$ cat src/rtl/cordic_if.sv
// Handshake bundle for the iterative CORDIC engine: command channel in, result channel out.
// master = command source / result sink, slave = the engine.
interface cordic_if #(
    parameter int WIDTH   = 16,
    parameter int ANGLE_W = 16
);
    logic                      in_valid;
    logic                      in_ready;
    logic                      mode;
    logic signed [WIDTH-1:0]   x_in;
    logic signed [WIDTH-1:0]   y_in;
    logic        [ANGLE_W-1:0] z_in;
    logic                      out_valid;
    logic                      out_ready;
    logic signed [WIDTH+1:0]   x_out;
    logic signed [WIDTH+1:0]   y_out;
    logic        [ANGLE_W-1:0] z_out;
    logic                      busy;

    modport master (
        output in_valid, mode, x_in, y_in, z_in, out_ready,
        input  in_ready, out_valid, x_out, y_out, z_out, busy
    );

    modport slave (
        input  in_valid, mode, x_in, y_in, z_in, out_ready,
        output in_ready, out_valid, x_out, y_out, z_out, busy
    );
endinterface

$ cat src/rtl/cordic_iter.sv
// Iterative CORDIC engine (rotation/vectoring) with full-circle quadrant folding.
// Define CORDIC_GAIN_COMP_EN to add a SCALE cycle that removes the CORDIC gain.
module cordic_iter #(
    parameter int WIDTH   = 16,
    parameter int ANGLE_W = 16,
    parameter int ITER    = 14
) (
    input  logic     clk,
    input  logic     reset,
    cordic_if.slave  bus
);
    localparam int W2 = WIDTH + 2;

    localparam logic [2:0] S_IDLE  = 3'd0;
    localparam logic [2:0] S_FOLD  = 3'd1;
    localparam logic [2:0] S_ROT   = 3'd2;
    localparam logic [2:0] S_DONE  = 3'd4;
`ifdef CORDIC_GAIN_COMP_EN
    localparam logic [2:0] S_SCALE = 3'd3;
`endif

    localparam logic [ANGLE_W-1:0] HALF_TURN = {1'b1, {(ANGLE_W-1){1'b0}}};

    logic [2:0]            state;
    logic signed [W2-1:0]  x, y, x_sh, y_sh, x_next, y_next, xo, yo;
    logic [ANGLE_W-1:0]    z, z_next, zo, atan_i;
    logic [31:0]           atan_full;
    logic [4:0]            i;
    logic                  md;
    logic                  d_pos;

    // atan(2^-i) in units of 2^-32 turn; narrowed to the angle width below
    always_comb begin
        atan_full = 32'd0;
        case (i)
            5'd0:  atan_full = 32'd536870912;
            5'd1:  atan_full = 32'd316933406;
            5'd2:  atan_full = 32'd167458907;
            5'd3:  atan_full = 32'd85004756;
            5'd4:  atan_full = 32'd42667331;
            5'd5:  atan_full = 32'd21354465;
            5'd6:  atan_full = 32'd10679838;
            5'd7:  atan_full = 32'd5340245;
            5'd8:  atan_full = 32'd2670163;
            5'd9:  atan_full = 32'd1335087;
            5'd10: atan_full = 32'd667544;
            5'd11: atan_full = 32'd333772;
            5'd12: atan_full = 32'd166886;
            5'd13: atan_full = 32'd83443;
            5'd14: atan_full = 32'd41722;
            5'd15: atan_full = 32'd20861;
            5'd16: atan_full = 32'd10430;
            5'd17: atan_full = 32'd5215;
            5'd18: atan_full = 32'd2608;
            5'd19: atan_full = 32'd1304;
            5'd20: atan_full = 32'd652;
            5'd21: atan_full = 32'd326;
            5'd22: atan_full = 32'd163;
            5'd23: atan_full = 32'd81;
            default: atan_full = 32'd0;
        endcase
    end

    assign atan_i = ANGLE_W'(atan_full >> (32 - ANGLE_W));
    assign x_sh   = x >>> i;
    assign y_sh   = y >>> i;

    // d=+1 steers z toward zero in rotation, y toward zero in vectoring
    assign d_pos  = md ? y[W2-1] : ~z[ANGLE_W-1];
    assign x_next = d_pos ? (x - y_sh) : (x + y_sh);
    assign y_next = d_pos ? (y + x_sh) : (y - x_sh);
    assign z_next = d_pos ? (z - atan_i) : (z + atan_i);

`ifdef CORDIC_GAIN_COMP_EN
    localparam logic signed [17:0] KINV = 18'sd39797;
    logic signed [W2+17:0] x_prod, y_prod;
    logic signed [W2-1:0]  x_scaled, y_scaled;
    assign x_prod   = (W2+18)'(x) * (W2+18)'(KINV);
    assign y_prod   = (W2+18)'(y) * (W2+18)'(KINV);
    assign x_scaled = W2'(x_prod >>> 16);
    assign y_scaled = W2'(y_prod >>> 16);
`endif

    always_ff @(posedge clk) begin
        if (!reset) begin
            state <= S_IDLE;
            x     <= '0;
            y     <= '0;
            z     <= '0;
            i     <= '0;
            md    <= 1'b0;
            xo    <= '0;
            yo    <= '0;
            zo    <= '0;
        end else begin
            case (state)
                S_IDLE: begin
                    if (bus.in_valid) begin
                        x     <= W2'(bus.x_in);
                        y     <= W2'(bus.y_in);
                        z     <= bus.z_in;
                        md    <= bus.mode;
                        i     <= '0;
                        state <= S_FOLD;
                    end
                end
                // pre-rotate by 180 degrees so the iterations only cover +/-90
                S_FOLD: begin
                    if (md) begin
                        z <= x[W2-1] ? HALF_TURN : '0;
                        if (x[W2-1]) begin
                            x <= -x;
                            y <= -y;
                        end
                    end else if (z[ANGLE_W-1] ^ z[ANGLE_W-2]) begin
                        x <= -x;
                        y <= -y;
                        z <= z + HALF_TURN;
                    end
                    state <= S_ROT;
                end
                S_ROT: begin
                    x <= x_next;
                    y <= y_next;
                    z <= z_next;
                    i <= i + 5'd1;
                    if (i == 5'(ITER - 1)) begin
`ifdef CORDIC_GAIN_COMP_EN
                        state <= S_SCALE;
`else
                        xo    <= x_next;
                        yo    <= y_next;
                        zo    <= z_next;
                        state <= S_DONE;
`endif
                    end
                end
`ifdef CORDIC_GAIN_COMP_EN
                S_SCALE: begin
                    xo    <= x_scaled;
                    yo    <= y_scaled;
                    zo    <= z;
                    state <= S_DONE;
                end
`endif
                S_DONE: begin
                    if (bus.out_ready)
                        state <= S_IDLE;
                end
                default: state <= S_IDLE;
            endcase
        end
    end

    assign bus.in_ready  = reset && (state == S_IDLE);
    assign bus.out_valid = (state == S_DONE);
    assign bus.busy      = (state != S_IDLE);
    assign bus.x_out     = xo;
    assign bus.y_out     = yo;
    assign bus.z_out     = zo;
endmodule

$ cat src/flat_wrapper.sv
// flat-port wrapper written by rule: the top's interface ports become plain ports
module cordic_iter_flat 
#(
    parameter int WIDTH   = 16,
    parameter int ANGLE_W = 16,
    parameter int ITER    = 14
)
  (clk, reset, bus_in_valid, bus_mode, bus_x_in, bus_y_in, bus_z_in, bus_out_ready, bus_in_ready, bus_out_valid, bus_x_out, bus_y_out, bus_z_out, bus_busy);
  cordic_if #(.WIDTH(WIDTH), .ANGLE_W(ANGLE_W)) bus_i ();
  input  logic clk;
  input  logic reset;
  input wire logic [$bits(bus_i.in_valid)-1:0] bus_in_valid;
  input wire logic [$bits(bus_i.mode)-1:0] bus_mode;
  input wire logic [$bits(bus_i.x_in)-1:0] bus_x_in;
  input wire logic [$bits(bus_i.y_in)-1:0] bus_y_in;
  input wire logic [$bits(bus_i.z_in)-1:0] bus_z_in;
  input wire logic [$bits(bus_i.out_ready)-1:0] bus_out_ready;
  output wire logic [$bits(bus_i.in_ready)-1:0] bus_in_ready;
  output wire logic [$bits(bus_i.out_valid)-1:0] bus_out_valid;
  output wire logic [$bits(bus_i.x_out)-1:0] bus_x_out;
  output wire logic [$bits(bus_i.y_out)-1:0] bus_y_out;
  output wire logic [$bits(bus_i.z_out)-1:0] bus_z_out;
  output wire logic [$bits(bus_i.busy)-1:0] bus_busy;
  assign bus_i.in_valid = bus_in_valid;
  assign bus_i.mode = bus_mode;
  assign bus_i.x_in = bus_x_in;
  assign bus_i.y_in = bus_y_in;
  assign bus_i.z_in = bus_z_in;
  assign bus_i.out_ready = bus_out_ready;
  assign bus_in_ready = bus_i.in_ready;
  assign bus_out_valid = bus_i.out_valid;
  assign bus_x_out = bus_i.x_out;
  assign bus_y_out = bus_i.y_out;
  assign bus_z_out = bus_i.z_out;
  assign bus_busy = bus_i.busy;
  cordic_iter #(.WIDTH(WIDTH), .ANGLE_W(ANGLE_W), .ITER(ITER)) u_core (.clk(clk), .reset(reset), .bus(bus_i));
endmodule
$ cat config.mk
export PLATFORM = sky130hd
export DESIGN_NAME = cordic_iter_flat
export DESIGN_NICKNAME = d
export VERILOG_FILES = /design/src/rtl/cordic_if.sv /design/src/rtl/cordic_iter.sv /design/src/flat_wrapper.sv
export SDC_FILE = /design/constraint.sdc
export NUM_CORES = 1
export LEC_CHECK = 0
export BUFFER_PORTS_ARGS = -buffer_cell sky130_fd_sc_hd__buf_2
export CORE_MARGIN = 10
export CORE_UTILIZATION = 55
export DETAILED_ROUTE_END_ITERATION = 7
export GPL_TIMING_DRIVEN = 0
export PLACE_DENSITY_LB_ADDON = 0.2
export SYNTH_ARGS = -nofsm -noshare
export SYNTH_HDL_FRONTEND = slang
export SYNTH_SLANG_ARGS = --single-unit
$ cat constraint.sdc
create_clock -name clk -period 5.3 [get_ports clk]
set_input_delay 0.795 -clock clk [delete_from_list [all_inputs] [get_ports clk]]
set_output_delay 0.795 -clock clk [all_outputs]
set_load 0.1 [all_outputs]
# Word-level counts from Yosys, hierarchy flattened
# Memories as Yosys holds them, arrays and structs flattened. A register that Yosys moved wholly into a read port is not among the register bits.
# Cells that the tools add are included.
dict set report word_totals {
  ff_bits 113
  latch_bits 0
  ramBits 0
  rom_bits 960
  out_inout_bits 55
  wordCells 72
  memories 1
}
# memory depth width rd rd_clocked_by_memory_dff write_ports line
set mem_list {}
lappend mem_list {{(name not given)} 32 30 1 1 0 cordic_iter.sv:35} ;# case (i)
dict set report op_classes {
  add_sub_neg 10
  n_mul 0
  div_mod_pow 0
  order_cmp 0
  n_eq_ne 9
  n_shift 2
  n_mux 27
  bitwise_logic 2
  n_reduce_logical 11
}
# cell n
set ops {}
lappend ops {{$mux W18} 10}
lappend ops {{$pmux W18 S3} 2}
lappend ops {{$mux W16} 5}
lappend ops {{$pmux W16 S3} 1}
lappend ops {{$add A18 B18 Y18} 2}
lappend ops {{$neg A18 Y18} 2}
lappend ops {{$sshr A18 B5 Y18} 2}
lappend ops {{$sub A18 B18 Y18} 2}
lappend ops {{$add A16 B16 Y16} 1}
lappend ops {{$add A16 B16 Y16 const B} 1}
lappend ops {{$sub A16 B16 Y16} 1}
lappend ops {{$mux W5} 3}
lappend ops {{$pmux W3 S4} 1}
lappend ops {{$pmux W5 S2} 1}
lappend ops {{$mux W3} 3}
lappend ops {{$reduce_and A2 Y1} 3}
lappend ops {{$reduce_and A3 Y1} 2}
lappend ops {{$reduce_bool A3 Y1} 2}
lappend ops {{$add A5 B1 Y5 const B} 1}
lappend ops {{$eq A5 B4 Y1 const B} 1}
lappend ops {{$ne A2 B2 Y1 const B} 2}
lappend ops {{$reduce_and A4 Y1} 1}
lappend ops {{$eq A3 B1 Y1 const B} 1}
lappend ops {{$eq A3 B2 Y1 const B} 1}
lappend ops {{10 further kinds} 10}

# Longest topological paths before layout
# Gate-level depths: netlist (run 1).
dict set report logic_depth {
  word_depth 5
  mapped_depth 24
  depth_no_buf 21
}

# Least setup slack after synthesis (run 1)
# Ideal clock, no wire load.
dict set report synth_timing {
  path_kind {reg2reg}
  startpoint {register u_core.i[0]}
  endpoint {register u_core.y[17]}
  setup_time_ns 0.133
  arrival_time_ns 4.954
  required_time_ns 5.167
  path_slack_ns 0.213
  path_stages_with_launch 22
  path_buffers 1
  path_cell_list {dfxtp_1 > buf_4 > mux4_2 > mux4_2 > mux2i_1 > ha_1 > nand2_1 > nor3_1 > and4_1 > and2_1 > nor2_1 > xnor2_1 > ha_1 > a21o_1 > a21o_1 > nor3_1 > a21oi_1 > a41o_1 > o41a_1 > xnor3_1 > a221oi_1 > a211oi_2}
}
dict set report synth_via {
  elab_chain_len 4
  elab_cells_between_ends 5
}
# item line
set synth_lines {}
lappend synth_lines {{start: declaration} cordic_iter.sv:28} ;# logic [4:0] i;
lappend synth_lines {{start signal: assignment} cordic_iter.sv:126} ;# i <= i + 5'd1;
lappend synth_lines {{$sshr A18 B5 Y18 *} cordic_iter.sv:65} ;# assign x_sh = x >>> i;
lappend synth_lines {{$sub A18 B18 Y18 or $add A18 B18 Y18 (tied branches)} cordic_iter.sv:71} ;# assign y_next = d_pos ? (y + x_sh) : (y - x_sh);
lappend synth_lines {{$mux W18 *} cordic_iter.sv:71}
lappend synth_lines {{$pmux W18 S3 *} cordic_iter.sv:96} ;# case (state)
lappend synth_lines {{end signal: assignment} cordic_iter.sv:100} ;# y <= W2'(bus.y_in);
lappend synth_lines {{end signal: assignment} cordic_iter.sv:113} ;# y <= -y;
lappend synth_lines {{end signal: assignment} cordic_iter.sv:117} ;# y <= -y;
lappend synth_lines {{end: declaration} cordic_iter.sv:25} ;# logic signed [W2-1:0] x, y, x_sh, y_sh, x_next, y_next, xo, yo;
# Every way passes the cells marked *; elsewhere a longest branch is shown, timed or not.
# A chain may end at the register's enable or synchronous reset.

# Worst setup path in the final report (run 1)
dict set report layout_timing {
  startpoint {register u_core.x[13]}
  endpoint {register u_core.y[17]}
}
dict set report layout_via {
  elab_chain_len 4
  elab_cells_between_ends 5
}
# item line
set layout_lines {}
lappend layout_lines {{start: declaration} cordic_iter.sv:25}
lappend layout_lines {{start signal: assignment} cordic_iter.sv:99} ;# x <= W2'(bus.x_in);
lappend layout_lines {{start signal: assignment} cordic_iter.sv:112} ;# x <= -x;
lappend layout_lines {{start signal: assignment} cordic_iter.sv:116} ;# x <= -x;
lappend layout_lines {{$sshr A18 B5 Y18 *} cordic_iter.sv:65}
lappend layout_lines {{$sub A18 B18 Y18 or $add A18 B18 Y18 (tied branches)} cordic_iter.sv:71}
lappend layout_lines {{$mux W18 *} cordic_iter.sv:71}
lappend layout_lines {{$pmux W18 S3 *} cordic_iter.sv:96}
# Marks and branches as above.

==> results of run 1 <==
[timing repair]
action                     CTS  global route
gates resized for setup     47            74
buffers inserted            10            29
pin swaps                   12            29
setup endpoints to repair   36            30
cloned                       0             0
[cell families after synthesis]
kind of cell	Yosys count	synth area share
xor gates and xnor gates	103	0.0820
and+or+nand+nor	521	0.212
AOI/OAI and AO/OA	418	0.246
buffers and inverters	147	0.0542
DFF	127	0.228
adders and majority gates	65	0.0748
muxes	73	0.104
[per-layer routing]
layer,vias up,wire (um),part of all wire,track usage
li1,5631,-,-,-
met1,5924,17200,0.37,0.400
met2,865,20600,0.45,0.533
met3,186,4900,0.11,0.0776
met4,2,3260,0.071,0.198
met5,-,9,0.00020,0
[synthesized netlist by cell type (11+ instances only)]
cell type  instances
xor2_1            37
dfxtp_1          127
nor2b_1           15
nand2_1          190
a21o_1            13
nor3_1            42
a211oi_1          27
nor2_1           149
o211ai_1          11
mux2_2            12
nand3_1           28
a22oi_1           11
a21oi_1          127
xnor2_1           65
a221oi_1          34
inv_1             43
mux2i_1           23
ha_1              62
a31oi_1           12
o21ai_0           84
or3_1             18
nor4_1            12
clkbuf_1          77
mux4_2            32
nand2b_1          18
[flip-flops by register name, summed over array words and instances, names as in the netlist, 5 cells and up]
| name | cells |
|---|---|
| u_core.bus.z_out | 16 |
| u_core.z | 16 |
| u_core.x | 18 |
| u_core.atan_full | 14 |
| u_core.y | 18 |
| u_core.bus.y_out | 18 |
| u_core.i | 5 |
| u_core.bus.x_out | 18 |
[worst max-delay path: cells and delay by family (launching register included)]
family / cells / cell delay [ns]
xor gates and xnor gates: 2 / 0.58
and+or+nand+nor: 5 / 0.79
adders and majority gates: 2 / 0.54
AOI/OAI and AO/OA: 6 / 1.23
DFF: 1 / 0.34
muxes: 4 / 1.30
buffers and inverters: 3 / 0.42
[final cells by class]
cell class | instances | share of cell area
sequential | 127 | 0.190
inverter | 45 | 0.0129
clock buffer | 20 | 0.0341
clock inverter | 12 | 0.0112
multi-input combinational | 1180 | 0.625
timing repair buffer | 146 | 0.0621
buffer | 100 | 0.0392
tap | 270 | 0.0252
[path summary, 6_finish.rpt]
check	start	end	slack [ns]	cells after the start
max	u_core.x[13]	u_core.y[17]	-0.05	22
min reg2reg	u_core.bus.y_out[12]	u_core.bus.y_out[12]	0.45	2
max reg2reg	u_core.x[13]	u_core.y[17]	-0.05	22
min	u_core.bus.y_out[12]	u_core.bus.y_out[12]	0.45	2
[power groups by stage]
| stage | registers [mW] | clock network [mW] | logic [mW] |
|---|---|---|---|
| after floorplan | 1.32 | 0 | 5.28 |
| after global placement | 1.46 | 0 | 7.16 |
| after detailed placement | 1.47 | 0 | 7.22 |
| after CTS | 1.46 | 1.22 | 7.48 |
| after global routing | 1.50 | 1.28 | 8.86 |
| final | 1.50 | 1.23 | 8.32 |
==> impl_results.md, run 1 <==
* Post-route minimum period at 5.35 ns
* Area contributors post-synth: dfxtp_1 (23%), ha_1 (6.9%), mux4_2 (6.5%)
* Cell variety after synth at 81
* DR WL/cell at 24.2 um
* Total power at 11.1 mW
* Synth Register Bits at 127
* # rows at 52
* Total iterations of the first detailed-routing run at 8
* Slowest cell on crit path: mux4_2
* CP cell instances: clkbuf_2, mux4_2, mux2_2, mux2i_2, mux2_4, ha_2, nand2_2, nor3_2, and4_1, buf_4, buf_4, nor2_1, xnor2_1, ha_1, or2_4, a21oi_2, a21oi_2, a41o_1, o41a_1, xnor3_2, a221oi_2, a211oi_2
* CP peak stage delay at 0.53 ns
* Initial DRC Count at 1402
* Ant. Diodes at 0
* Setup violators final at 1
* Final core occ at 0.666
* Initial core utilization at 0.556
* Port buffer count at 106
* I/O pins at 108
* Total Routing Usage GR at 0.333
* Critical Path Start Type: register
* Power Dens Cells at 826 mW/mm2
* First-pass GRT wire length at 68100 um
* Top FF cell, synth: dfxtp_1
* Design area at 0.0134 mm2
* Core area at 0.0201 mm2
* Synth area leader: dfxtp_1
* Crit path capture type: register
* Vias at 12.6k
* Synthesis-to-layout area growth at 19.8%
* Logic pwr share at 0.753
* Int Pwr at 5.11 mW
* Switching part of the total at 0.537
* Num CTS Buffers at 17
* Final hold viol count at 0
* Slew @ Worst Pin at 0.976 ns
* Outcome: finished with violations
* H-tree levels at 4
* Post-route clock period utilization at 1.01
* HP Class: register to register
* ANT nets after route at 0
* FMAX at 187 MHz
* Failing checks: design-rule violations, negative setup slack
* Headroom to the max-slew limit at 0.345
* Setup TNS at -0.0534 ns
* Syn_nets at 1572
* Root buf cell: clkbuf_16
* Multi-input gate area at 0.00836 mm2
* Total congestion overflow at 0
* WS Path Type: register to register
* Worst-path fanout max at 10
* Nets@finish at 1735
* Clk_lat worst skew at 0.43 ns
* TritonCTS clock tree: done
* Die Area at 0.0264 mm2
* Syn Area/Cell at 7.68 um2
* Placed cells at 1830
* Gate Count Post-Synth at 1454
* Final WS setup at -0.0534 ns
* Clk pin slew, worst setup/hold paths at 0.07 ns
* Register area at 0.00255 mm2
* Routability cong. at 1.02
* Leakage at 5.46 nW
* Final Max Slew Viols at 0
* Largest net degree at the start of global routing at 17
* Fillers at 1783
* Max VDD drop at 0.646 mV
* Number of global-route vias before repair at 11.7k
* Yosys warning total at 0
* Ys async rst share at 0
* WL final at 46000 um
* Seq pwr share at 0.136
* Hold buffer count at CTS at 0
* RSZ-0062 raised after global routing: yes
* Clk_skew at 0.0119 ns
* Arrival @ worst endpoint at 5.63 ns
* Max_cap viols at 0
* Layout cells sized above 1 at 0.199
* Sequential area share after synthesis at 0.228
* Clk sink count at 127
* Post-route DRC at 1
* NetSw at 5.94 mW
* Initial antenna violation count at 1
* Pre-CTS setup slack at -0.896 ns
* CTS max path bufs at 2
* Post-DP HPWL at 35200 um
* Top-area cell type share of the netlist area at 0.228
* Avg Vias per Cell at 6.64
* Post-synth EDFFs at 0
* Most frequent cells in the layout: nand2_1 (188), nor2_1 (147), dfxtp_1 (125), a21oi_1 (122), buf_2 (111)
* Cell Area, Placed at 0.0120 mm2
* Most common cell after layout, fill and taps aside: nand2_1
* WP data required at 5.57 ns
* Clock power frac at 0.111
* Die Y at 163 um
* Worst hold slack at 0.449 ns
* Mapped Area at 0.0112 mm2
* Die W at 163 um
* Layout Cells excl Fill at 1900
Note: power is estimated with default switching activity, not from simulation.
==> inputs of run 2 (changes only) <==
--- a/config.mk
+++ b/config.mk
@@ -6,10 +6,13 @@
 export NUM_CORES = 1
 export LEC_CHECK = 0
 export BUFFER_PORTS_ARGS = -buffer_cell sky130_fd_sc_hd__buf_2
+export CELL_PAD_IN_SITES_DETAIL_PLACEMENT = 0
+export CELL_PAD_IN_SITES_GLOBAL_PLACEMENT = 2
 export CORE_MARGIN = 10
-export CORE_UTILIZATION = 55
+export CORE_UTILIZATION = 32
 export DETAILED_ROUTE_END_ITERATION = 7
 export GPL_TIMING_DRIVEN = 0
+export HOLD_SLACK_MARGIN = 0.12
 export PLACE_DENSITY_LB_ADDON = 0.2
 export SYNTH_ARGS = -nofsm -noshare
 export SYNTH_HDL_FRONTEND = slang
==> impl_results.md, run 2 (synthesis gave the netlist of run 1 again) <==
* Outcome: completed (was finished with violations)
* WP data required at 5.59 ns (was 5.57 ns)
* Worst setup endpoint: u_core.y[17] (unchanged)
* Root buf cell: clkbuf_16 (unchanged)
* WS Path Type: register to register (unchanged)
* Routability cong. at 0.927 (was 1.02)
* Power Dens Cells at 827 mW/mm2 (was 826 mW/mm2)
* Pre-CTS setup slack at -1.39 ns (was -0.896 ns)
* Final WS setup at 0.00549 ns (was -0.0534 ns)
* Headroom to the max-slew limit at 0.0547 (was 0.345)
* First-pass GRT wire length at 74700 um (was 68100 um)
* Leakage at 5.54 nW (was 5.46 nW)
* Most common cell after layout, fill and taps aside: nand2_1 (unchanged)
* Reg2Reg Depth at 21 (was 22)
* HP Class: register to register (unchanged)
* Switching part of the total at 0.532 (was 0.537)
* Die Y at 207 um (was 163 um)
* NetSw at 6.07 mW (was 5.94 mW)
* Final Max Slew Viols at 0 (unchanged)
* CP cell instances: buf_12, mux4_2, mux4_2, mux2i_2, ha_2, nand2_2, nor3_2, and4_1, buf_4, buf_4, nor2_1, xnor2_2, ha_4, or2_4, a21oi_2, a21oi_2, a41o_1, o41a_1, xnor3_2, a221oi_2, a211oi_2 (was clkbuf_2, mux4_2, mux2_2, mux2i_2, mux2_4, ha_2, nand2_2, nor3_2, and4_1, buf_4, buf_4, nor2_1, xnor2_1, ha_1, or2_4, a21oi_2, a21oi_2, a41o_1, o41a_1, xnor3_2, a221oi_2, a211oi_2)
* Most frequent cells in the layout: nand2_1 (188), nor2_1 (147), dfxtp_1 (126), a21oi_1 (121), buf_2 (112) (was nand2_1 (188), nor2_1 (147), dfxtp_1 (125), a21oi_1 (122), buf_2 (111))
* Hold depth at 2 (unchanged)
* Num CTS Buffers at 17 (unchanged)
* # rows at 68 (was 52)
* Register-to-register setup slack at 0.005 ns (was -0.05 ns)
* ANT nets after route at 0 (unchanged)
* Layout cells sized above 1 at 0.207 (was 0.199)
* RSZ-0062 raised after global routing: yes (unchanged)
* Worst hold slack at 0.451 ns (was 0.449 ns)
* Beginning of the critical path: u_core.i[0] (was u_core.x[13])
* Reg2reg start: u_core.i[0] (was u_core.x[13])
* Initial core utilization at 0.324 (was 0.556)
* Total power at 11.4 mW (was 11.1 mW)
* Core area at 0.0345 mm2 (was 0.0201 mm2)
* Layout Cells excl Fill at 2091 (was 1900)
* CTS max path bufs at 2 (unchanged)
* Total congestion overflow at 0 (unchanged)
* Port buffer count at 106 (unchanged)
* Crit path capture type: register (unchanged)
* Seq pwr share at 0.131 (was 0.136)
* Arrival @ worst endpoint at 5.58 ns (was 5.63 ns)
* DR WL/cell at 24.5 um (was 24.2 um)
* WL final at 51200 um (was 46000 um)
* H-tree levels at 4 (unchanged)
* Setup violators final at 0 (was 1)
* CP peak stage delay at 0.51 ns (was 0.53 ns)
* Int Pwr at 5.34 mW (was 5.11 mW)
* Clk pin slew, worst setup/hold paths at 0.06 ns (was 0.07 ns)
* Avg Vias per Cell at 5.73 (was 6.64)
* Total iterations of the first detailed-routing run at 7 (was 8)
* Post-route minimum period at 5.29 ns (was 5.35 ns)
* Post-route clock period utilization at 0.999 (was 1.01)
* Final core occ at 0.400 (was 0.666)
* Die Area at 0.0428 mm2 (was 0.0264 mm2)
* Reg-to-Reg End: u_core.y[17] (unchanged)
* Initial DRC Count at 1125 (was 1402)
* Post-DP HPWL at 40300 um (was 35200 um)
* Max VDD drop at 0.526 mV (was 0.646 mV)
* Slew @ Worst Pin at 1.40 ns (was 0.976 ns)
* Synthesis-to-layout area growth at 23.4% (was 19.8%)
* Number of global-route vias before repair at 11.7k (about the same)
* Initial antenna violation count at 0 (was 1)
* Slowest cell on crit path: mux4_2 (unchanged)
* FMAX at 189 MHz (was 187 MHz)
* Ant. Diodes at 0 (unchanged)
* Placed cells at 2015 (was 1830)
* Hold buffer count at CTS at 0 (unchanged)
* Critical Path Start Type: register (unchanged)
* Max_cap viols at 0 (unchanged)
* Clk_skew at 0.0125 ns (was 0.0119 ns)
* Clock power frac at 0.116 (was 0.111)
* Vias at 12.0k (was 12.6k)
* Logic pwr share at 0.752 (was 0.753)
* Largest net degree at the start of global routing at 17 (unchanged)
* I/O pins at 108 (unchanged)
* Post-route DRC at 0 (was 1)
* Clk_lat worst skew at 0.44 ns (was 0.43 ns)
* Total Routing Usage GR at 0.234 (was 0.333)
* Final hold viol count at 0 (unchanged)
* Die W at 207 um (was 163 um)
* Worst-path fanout max at 6 (was 10)
* Nets@finish at 1741 (was 1735)
* TritonCTS clock tree: done (unchanged)
* Clk sink count at 127 (unchanged)
[run 2: cell types whose count changed in the layout (fill, tap and decap cells not counted), sizes merged]
cell	before	now
bufinv	2	4
inv	50	46
clkinvlp	3	4
buf	168	175
clkinv	2	3
clkbuf	98	97
[run 2: worst max-delay path: cells and delay by family (launching register included)]
family,cells,cell delay (ns)
AOI/OAI and AO/OA,6,1.21
muxes,3,1.20
and+or+nand+nor,5,0.79
xor gates and xnor gates,2,0.61
adders and majority gates,2,0.51
DFF,1,0.43
buffers and inverters,3,0.37
[run 2: worst min path at each step]
| stage | from | end | slack, ns |
|---|---|---|---|
| 5_1_grt | u_core.bus.y_out[4] | u_core.bus.y_out[4] | 0.47 |
| 3_5_place_dp | u_core.bus.x_out[14] | u_core.bus.x_out[14] | 0.45 |
| 3_3_place_gp | u_core.bus.y_out[8] | u_core.bus.y_out[8] | 0.44 |
| 6_report | u_core.bus.y_out[13] | u_core.bus.y_out[13] | 0.45 |
| 4_1_cts | u_core.bus.y_out[17] | u_core.bus.y_out[17] | 0.46 |
| 2_1_floorplan | u_core.z[0] | u_core.z[0] | 0.44 |
[run 2: cell type report]
| type | count | area (um2) |
|---|---|---|
| well taps | 455 | 569 |
| repair buffers | 153 | 918 |
| clock buffers | 20 | 467 |
| plain buffers | 99 | 509 |
| fillers | 3635 | 20700 |
| flip-flops and latches | 127 | 2550 |
| multi-input cells | 1180 | 8430 |
| inverters | 45 | 173 |
| clock inverters | 12 | 179 |
[run 2: what timing repair did]
item | CTS | global route
endpoints found under the setup margin | 52 | 21
resized for setup | 66 | 52
setup buffers | 11 | 34
pin swaps | 11 | 37
gates cloned | 0 | 2
[run 2: metal layers]
metal,part of all wire,vias up,track usage
li1,-,5649,-
met1,0.42,5797,0.295
met2,0.48,474,0.395
met3,0.064,69,0.0421
met4,0.032,0,0.0753
met5,0,-,0
[run 2: power groups by stage]
stage          Clock [mW]  Combinational, mW  Sequential [mW]
2_1_floorplan           0               5.28             1.32
3_3_place_gp            0               7.50             1.47
3_5_place_dp            0               7.48             1.47
4_1_cts              1.35               7.93             1.47
5_1_grt              1.39               9.22             1.51
6_report             1.33               8.58             1.50
[run 2: stage by stage]
| stage | setup TNS, ns | cell area [um2] |
|---|---|---|
| 5_1_grt | -0.389 | 13800 |
| 3_3_place_gp | -23.37 | 12300 |
| 6_report | 0 | 13800 |
| 3_5_place_dp | -23.45 | 12300 |
| 4_1_cts | -0.0380 | 13300 |
| 2_1_floorplan | 0 | 11200 |
